[src/rtl/stopwatch_pkg.sv]
// Shared definitions for the stopwatch engine: FSM state encoding, digit width
// and the per-digit base lookup used to size each BCD counter.
package stopwatch_pkg;

    localparam int DIGIT_W = 4;

    localparam logic [1:0] ST_IDLE  = 2'd0;
    localparam logic [1:0] ST_RUN   = 2'd1;
    localparam logic [1:0] ST_PAUSE = 2'd2;

    // Base of digit i from the packed 4-bit-per-digit table (digit0 in [3:0]).
    function automatic int digit_base(input logic [31:0] bases, input int i);
        return int'(bases[i*DIGIT_W +: DIGIT_W]);
    endfunction

endpackage

[src/rtl/bcd_digit_counter.sv]
// One digit of the mixed-radix chain: counts 0..BASE-1 up or down, with a
// clamped parallel load and a terminal flag that feeds the carry/borrow chain.
module bcd_digit_counter #(
    parameter int BASE = 10
) (
    input  logic       clk,
    input  logic       rst_n,
    input  logic       clr,
    input  logic       en,
    input  logic       dn,
    input  logic       load,
    input  logic [3:0] d,
    output logic [3:0] q,
    output logic       at_term
);

    localparam logic [3:0] MAX = 4'(BASE - 1);

    always_ff @(posedge clk or negedge rst_n) begin
        // NOTE: sequential state uses <= so every register samples pre-edge values.
        if (!rst_n) begin
            q <= '0;
        end else if (clr) begin
            q <= '0;
        end else if (load) begin
            q <= (d > MAX) ? MAX : d;
        end else if (en) begin
            if (dn) begin
                q <= (q == 4'd0) ? MAX : q - 4'd1;
            end else begin
                q <= (q == MAX) ? 4'd0 : q + 4'd1;
            end
        end
    end

    assign at_term = dn ? (q == 4'd0) : (q == MAX);

endmodule

[src/rtl/stopwatch_engine.sv]
// Stopwatch/timer core: tick prescaler, mixed-radix BCD chain and run/pause/
// clear/lap control. Define STOPWATCH_COUNTDOWN_EN to add load and count-down.
module stopwatch_engine
    import stopwatch_pkg::*;
#(
    parameter int          CLK_FREQ_HZ  = 100_000_000,
    parameter int          TICK_FREQ_HZ = 1,
    parameter int          NUM_DIGITS   = 4,
    parameter logic [31:0] DIGIT_BASES  = 32'h0000_6A6A
) (
    input  logic                          clk,
    input  logic                          rst_n,
    input  logic                          start_stop,
    input  logic                          clear,
    input  logic                          lap,
`ifdef STOPWATCH_COUNTDOWN_EN
    input  logic                          count_down,
    input  logic                          load,
    input  logic [DIGIT_W*NUM_DIGITS-1:0] load_value,
    output logic                          done,
`endif
    output logic [DIGIT_W*NUM_DIGITS-1:0] digits_out,
    output logic                          running,
    output logic                          lap_active,
    output logic                          overflow,
    output logic                          tick
);

    localparam int              PRESCALE = CLK_FREQ_HZ / TICK_FREQ_HZ;
    localparam int              PS_W     = (PRESCALE > 1) ? $clog2(PRESCALE) : 1;
    localparam logic [PS_W-1:0] PS_TC    = PS_W'(PRESCALE - 1);
    localparam int              DW       = DIGIT_W * NUM_DIGITS;

    if (CLK_FREQ_HZ % TICK_FREQ_HZ != 0) begin : g_bad_freq
        $error("stopwatch_engine: CLK_FREQ_HZ must be a multiple of TICK_FREQ_HZ");
    end
    if (NUM_DIGITS < 1 || NUM_DIGITS > 8) begin : g_bad_digits
        $error("stopwatch_engine: NUM_DIGITS must be 1..8");
    end

    logic [1:0]            state, state_next;
    logic [PS_W-1:0]       prescaler;
    logic [DW-1:0]         live, snapshot, load_val;
    logic [NUM_DIGITS-1:0] at_term, digit_en;
    logic [NUM_DIGITS:0]   carry;
    logic                  step, chain_full, wrap, finish, cnt_dn, load_go, lap_ok;

`ifdef STOPWATCH_COUNTDOWN_EN
    assign cnt_dn   = count_down;
    assign load_go  = load && !clear && (state == ST_IDLE || state == ST_PAUSE);
    assign load_val = load_value;
`else
    assign cnt_dn   = 1'b0;
    assign load_go  = 1'b0;
    assign load_val = '0;
`endif

    // A coincident clear suppresses the tick so it cannot advance the chain.
    assign step       = (state == ST_RUN) && (prescaler == PS_TC) && !clear;
    assign tick       = step;
    assign carry[0]   = step;
    assign chain_full = carry[NUM_DIGITS];
    assign wrap       = chain_full && !cnt_dn;
    assign finish     = chain_full && cnt_dn;
    assign lap_ok     = lap && !clear && !start_stop && !load_go;
    assign running    = (state == ST_RUN);

    for (genvar i = 0; i < NUM_DIGITS; i++) begin : g_digit
        if (digit_base(DIGIT_BASES, i) < 2 || digit_base(DIGIT_BASES, i) > 10) begin : g_bad_base
            $error("stopwatch_engine: each digit base must be 2..10");
        end

        bcd_digit_counter #(
            .BASE(digit_base(DIGIT_BASES, i))
        ) u_digit (
            .clk    (clk),
            .rst_n  (rst_n),
            .clr    (clear),
            .en     (digit_en[i]),
            .dn     (cnt_dn),
            .load   (load_go),
            .d      (load_val[i*DIGIT_W +: DIGIT_W]),
            .q      (live[i*DIGIT_W +: DIGIT_W]),
            .at_term(at_term[i])
        );

        assign carry[i+1]  = carry[i] & at_term[i];
        // Counting down from all-zero must hold at zero instead of borrowing.
        assign digit_en[i] = carry[i] & ~finish;
    end

    always_comb begin
        // NOTE: default assignment first so no path leaves state_next unassigned (no latch).
        state_next = state;
        if (clear || finish) begin
            state_next = ST_IDLE;
        end else if (load_go) begin
            state_next = state;
        end else if (start_stop) begin
            case (state)
                ST_IDLE, ST_PAUSE: state_next = ST_RUN;
                ST_RUN:            state_next = ST_PAUSE;
                default:           state_next = ST_IDLE;
            endcase
        end
    end

    // NOTE: the snapshot is a plain register bank, so it is reset like any other state.
    always_ff @(posedge clk or negedge rst_n) begin
        if (!rst_n) begin
            state      <= ST_IDLE;
            prescaler  <= '0;
            overflow   <= 1'b0;
            lap_active <= 1'b0;
            snapshot   <= '0;
            digits_out <= '0;
        end else begin
            state <= state_next;
            if (clear) begin
                prescaler  <= '0;
                overflow   <= 1'b0;
                lap_active <= 1'b0;
                snapshot   <= '0;
                digits_out <= '0;
            end else begin
                if (state == ST_RUN) begin
                    prescaler <= (prescaler == PS_TC) ? '0 : prescaler + 1'b1;
                end
                if (wrap) begin
                    overflow <= 1'b1;
                end
                if (lap_ok) begin
                    if (lap_active) begin
                        lap_active <= 1'b0;
                    end else if (state == ST_RUN) begin
                        lap_active <= 1'b1;
                        snapshot   <= live;
                    end
                end
                digits_out <= lap_active ? snapshot : live;
            end
        end
    end

`ifdef STOPWATCH_COUNTDOWN_EN
    always_ff @(posedge clk or negedge rst_n) begin
        if (!rst_n) begin
            done <= 1'b0;
        end else begin
            done <= finish;
        end
    end
`endif

endmodule

[config.mk]
export PLATFORM = sky130hd
export DESIGN_NAME = stopwatch_engine
export DESIGN_NICKNAME = d
export VERILOG_FILES = /design/src/rtl/stopwatch_pkg.sv /design/src/rtl/bcd_digit_counter.sv /design/src/rtl/stopwatch_engine.sv
export SDC_FILE = /design/constraint.sdc
export NUM_CORES = 1
export LEC_CHECK = 0
export BUFFER_PORTS_ARGS = -buffer_cell sky130_fd_sc_hd__buf_4
export CORE_AREA = 2 2 109 111
export DETAILED_ROUTE_END_ITERATION = 7
export DIE_AREA = 0 0 111 113
export PLACE_DENSITY = 0.55
export SLEW_MARGIN = 20
export SYNTH_ARGS = -nofsm -noshare
export SYNTH_HDL_FRONTEND = slang
export SYNTH_SLANG_ARGS = --single-unit
[constraint.sdc]
create_clock -name clk -period 2.8 [get_ports clk]
set_input_delay 0.42 -clock clk [delete_from_list [all_inputs] [get_ports clk]]
set_output_delay 0.42 -clock clk [all_outputs]
set_load 0.01 [all_outputs]
==> metrics.yaml, run 1 <==
status: "complete, no violations"
post_drt_via_cell_ratio: 5.321
crit_path_end_kind: "flop"
worstMarginPinSlew_ns: 0.7305
ys_ff_latch: 79
grt_usage_pct: 14.89
wl_um: 9058
async_flop_share_pct: 100.0
clk_pin_slew_ns: 0.06
reg2reg_from: "prescaler[19]"
worst_ep_required_time_ns: 3.05
hold_class: "input pin to async pin"
p_per_area_nw_per_um2: 514.6
worst_hold_slack_ns: 0.1106
initial_core_util_pct: 34.80
grt_overflow: 0
post_cts_hold_buffer_count: 0
hold_viol: 0
dieArea_um2: 12540
rsz0062_at_grt: "false"
crit_fanout: 7
fin_nets: 471
drt-pass1-iter-count: 4
synth_top_flop_cell: "dfrtp_1"
max_slew_margin_pct: 51.30
cts_root_buf: "clkbuf_16"
ys_seq_area_share_pct: 50.40
drtIter0Drc: 251
boundaryPins: 25
cp-start-kind: "flop"
irDropWorstVdd_mv: 0.3460
gp_congestion: 0.8194
dpl.hpwl_um: 6135
syn_area_per_cell_um2: 9.208
grt_pass1_wl_um: 15200
fin_crit_sh_pct: 93.91
via_count: 3214
cts_max_level: 3
finClkSkew_ns: 0.006369
crit_arrival_ns: 2.88
drtAntennaViolNets: 0
num_rows: 39
cts_made_buffers: 9
yosys_warnings: 0
numPortBuffers: 24
grt_pass1_vias: 2981
cts_tree: "yes"
ys_types: 43
n_antenna_cell: 0
cts_buffer_depth: 2
period_needed_ns: 2.629
core_area_um2: 11270
routedWlPerCell_um: 15.00
crit_start: "prescaler[19]"
dp_cells: 589
drv_slew: 0
stdcell_count: 604
drv_cap: 0
area_growth_pct: 17.51
place_area_um2: 4319
critical_path_class: "flop to flop"
grt_max_degree: 80
antenna_found_initial: 0
fmax_mhz: 380.3
clock_latency_ns: 0.33
synth_area_um2: 3923
drive_gt1_share_pct: 13.02
fin_area_um2: 4609
tns_ns: 0
finalSetupViolCount: 0
leakagePower_nw: 1.900
synth_cells: 426
drc: 0
synth_edf_count: 0
syn_nets: 440
cts_sinks: 79
die_h_um: 113
final_core_util_pct: 40.89
dieWidth_um: 111
## routing by layer
layer / vias up / track usage [%] / wire length (um)
met5: - / 0 / 0
met4: 0 / 5.333 / 124
met3: 10 / 3.642 / 403
met2: 63 / 23.44 / 4277
met1: 1546 / 20.14 / 4253
li1: 1595 / - / -
## layout make-up
type	count	area [um2]
clock inverter	5	35.03
clock buffer	10	239.0
inverter	13	48.80
fill	1101	6663
multi-input combinational	316	1842
tap	143	178.9
sequential	79	1977
timing repair buffer	38	289.0
## path summary, 6_finish.rpt
kind                                                end  slack, ns  cells past startpoint
max in group asynchronous                 prescaler[16]       2.17                      1
worst min register to register            prescaler[16]       0.49                      1
worst min-delay path                        snapshot[2]       0.11                      1
worst max register to register  g_digit[3].u_digit.q[0]       0.17                      5
worst max-delay path            g_digit[3].u_digit.q[0]       0.17                      5
min in group clk                               state[0]       0.36                      3
## repair_timing
action / in CTS / in global routing
resized for setup: 0 / 2
buffers inserted: 0 / 0
setup endpoints to repair: 0 / 1
hold endpoints to repair: 0 / 0
## critical path, stage by stage, from the launching register on
cell     delay, ns
dfrtp_1       0.46
or4_4         0.60
or4_4         0.47
or4_4         0.52
or3_1         0.35
a21oi_1       0.15
## cell usage after synthesis, drive strengths merged (2+ instances only)
cell    count  area (um2)
and3b       4       35.03
xnor2       2       17.52
or4         9       75.07
nand2      63       236.5
o311ai      2       17.52
o31ai       5       37.54
inv        12       45.04
a41oi       2       17.52
o21ai      20       100.1
a21oi      50       250.2
nor2       37       138.9
o21bai      2       15.01
ha          9       112.6
dfrtp      79        1977
nand3      23       115.1
mux2i      19       190.2
o41ai       2       17.52
a31oi      11       68.82
or4b        3       33.78
buf         4       15.01
o31a        2       17.52
nand3b      3       22.52
nor3        7       35.03
clkbuf     14       52.55
nor4        4       31.28
and3        4       25.02
nand2b      3       18.77
or3        11       68.82
nand4      10       62.56
nor2b       2       12.51
## metrics by stage
step / power, mW / setup WS, ns
after floorplan: 1.254 / 0.2937
after global placement: 1.321 / 0.2037
after detailed placement: 1.323 / 0.1592
after CTS: 2.409 / 0.008469
after global routing: 2.474 / 0.04203
final: 2.372 / 0.1706
## flip-flops by register name (all words and copies together) (netlist names)
register,count
digits_out,16
prescaler,27
snapshot,16
lap_active,1
g_digit.u_digit.q,16
state,2
overflow,1
## where the power goes
part	internal (mW)	switching, mW
registers	1.15	0.0105
clock network	0.619	0.454
logic	0.0384	0.0982
total	1.81	0.563
## layout by cell type, fill, tap and decap left out, drive strengths merged, types with 2 or more instances in the layout
master,count
nor3,7
mux2i,19
nand3b,3
a31oi,11
o31ai,5
o311ai,2
inv,12
or4b,3
and3,4
or3,11
and3b,4
xnor2,2
ha,9
nor2,37
nand2b,3
buf,38
o21bai,2
nor2b,2
nor4,4
nand2,63
a41oi,2
o21ai,20
clkinv,5
dfrtp,79
nand4,10
or4,9
o41ai,2
nand3,23
a21oi,50
o31a,2
clkbuf,10
## kinds of logic (layout without fill, tap and decap cells)
family                     after synthesis  after routing  share of synthesized area, %
AOI/OAI and AO/OA                       99             99                         14.42
and+or+nand+nor                        187            187                         24.05
adders and majority gates                9              9                         2.871
muxes                                   19             19                         4.848
xor gates and xnor gates                 2              2                        0.4467
DFF                                     79             79                         50.40
buffers and inverters                   31             66                         2.966
(Power assumes the default switching activity.)
==> inputs of run 2 (changes only) <==
- RECOVER_POWER: unset -> 25
- TNS_END_PERCENT: unset -> 20
==> run 2 against run 1 <==
Compared with the run above: the run now ends with capacitance limit, slew limit left; largest cell class unchanged; total power barely moved; clock skew barely moved; highest routed layer unchanged; clock-buffer cell count did not move.
==> metrics.yaml, run 2 (same netlist as run 1, synthesis figures left out) <==
status: "finished with violations"
violations: "capacitance limit, slew limit"
final_common_cell: "dfrtp_1"
cp-start-kind: "flop"
rsz0062_at_grt: "false"
via_count: 3220  # +0.19%
cts_max_level: 3  # unchanged
largest_reg_flops: 27  # unchanged
fill_cells: 1101  # unchanged
dpl.hpwl_um: 6135  # unchanged
cts_made_buffers: 9  # unchanged
grt_usage_pct: 14.89  # unchanged
tns_ns: 0  # unchanged
post_drt_via_cell_ratio: 5.331  # +0.19%
largest_register: "prescaler"
area_growth_pct: 17.35
cts_tree: "yes"
crit_path_end_kind: "flop"
numPortBuffers: 24  # unchanged
cts_sinks: 79  # unchanged
grt_use_met2_pct: 23.44  # unchanged
drv_slew: 80  # +80
num_rows: 39  # unchanged
routedWlPerCell_um: 14.98  # -0.12%
core_area_um2: 11270  # unchanged
grt_pass1_vias: 2981  # unchanged
period_needed_ns: 2.632  # +0.002280 ns
p_per_area_nw_per_um2: 514.9  # about the same
grt_overflow: 0  # unchanged
grt_max_degree: 80  # unchanged
fin_crit_sh_pct: 93.99  # about the same
boundaryPins: 25  # unchanged
drive_gt1_share_pct: 13.02  # unchanged
drt-pass1-iter-count: 4  # unchanged
seqCellArea_um2: 1977  # unchanged
finClkSkew_ns: 0.006193  # -0.0001757 ns
crit_fanout: 7  # unchanged
fin_nets: 471  # unchanged
hold_class: "input pin to flop"
irDropWorstVdd_mv: 0.3457  # about the same
p_total_mw: 2.370  # about the same
worst_ep_required_time_ns: 3.05  # about the same
hold_viol: 0  # unchanged
leakagePower_nw: 1.898  # about the same
grt-busiest-layer: "met2"
grt_pass1_wl_um: 15200  # unchanged
worstMarginPinSlew_ns: 1.982  # +1.251 ns
antenna_found_initial: 0  # unchanged
n_antenna_cell: 0  # unchanged
dieWidth_um: 111  # unchanged
use_met3_pct: 3.642  # unchanged
drv_cap: 1  # +1
final_cell_mix: "79 x dfrtp_1, 63 x nand2_1, 50 x a21oi_1"
drtIter0Drc: 257  # +2.4%
clock_latency_ns: 0.33  # about the same
die_h_um: 113  # unchanged
initial_core_util_pct: 34.80  # unchanged
worst_hold_slack_ns: 0.3644  # +0.2538 ns
dieArea_um2: 12540  # unchanged
cts_root_buf: "clkbuf_16"
final_core_util_pct: 40.84  # -0.056 points
multi_input_area_um2: 1842  # unchanged
wl_um: 9047  # -0.12%
clk_pin_slew_ns: 0.06  # about the same
use_met1_pct: 20.14  # unchanged
max_slew_margin_pct: -32.12  # -83 points
cts_buffer_depth: 2  # unchanged
fmax_mhz: 380.0  # about the same
critical_path_class: "flop to flop"
drtAntennaViolNets: 0  # unchanged
crit_arrival_ns: 2.88  # about the same
finalSetupViolCount: 0  # unchanged
gp_congestion: 0.8194  # unchanged
drc: 0  # unchanged
## run 2: worst paths after layout
check | startpoint | end | slack [ns] | depth (start not counted)
max reg2reg | prescaler[19] | g_digit[3].u_digit.q[0] | 0.17 | 5
min reg2reg | prescaler[16] | prescaler[16] | 0.48 | 1
min | start_stop | state[0] | 0.36 | 3
min in group asynchronous | rst_n | digits_out[2] | 0.65 | 1
max | prescaler[19] | g_digit[3].u_digit.q[0] | 0.17 | 5
max in group asynchronous | rst_n | prescaler[14] | 0.99 | 1
## run 2: cell type report
cell class              instances  area share (%)
flip-flops and latches         79           42.95
multi-input cells             316           40.01
repair buffers                 38           6.143
clock buffers                  10           5.192
well taps                     143           3.887
inverters                      13           1.060
clock inverters                 5          0.7611
## run 2: timing repair
item	CTS	global route
endpoints found under the setup margin	0	1
endpoints found under the hold margin	0	0
hold buffers	0	0
buffers inserted	0	0
resized for setup	0	2
## run 2: per-stage QoR
step	instance area (um2)	cells	worst slack, ns
2_1_floorplan	3923	426	0.2937
3_3_place_gp	4319	589	0.2037
3_5_place_dp	4319	589	0.1592
4_1_cts	4593	604	0.008469
5_1_grt	4603	604	0.04203
6_report	4603	604	0.1683
## run 2: routing by layer
layer  share of wire (%)  vias up
li1                    -     1598
met3                 4.2       10
met1                  47     1553
met4                 1.4        0
met5                   0        -
met2                  48       59
## run 2: report_power, final
part           total [mW]  internal [mW]  switching (mW)  leakage (nW)
clock                1.07          0.619           0.453         0.134
combinational       0.135         0.0374          0.0979         0.663
sequential           1.16           1.15          0.0105          1.10
## run 2: worst max-delay path: stages, from the launching register on
cell and delay (ns):
dfrtp_1 0.46, or4_4 0.60, or4_4 0.47, or4_4 0.51, or3_1 0.35, a21oi_1 0.15
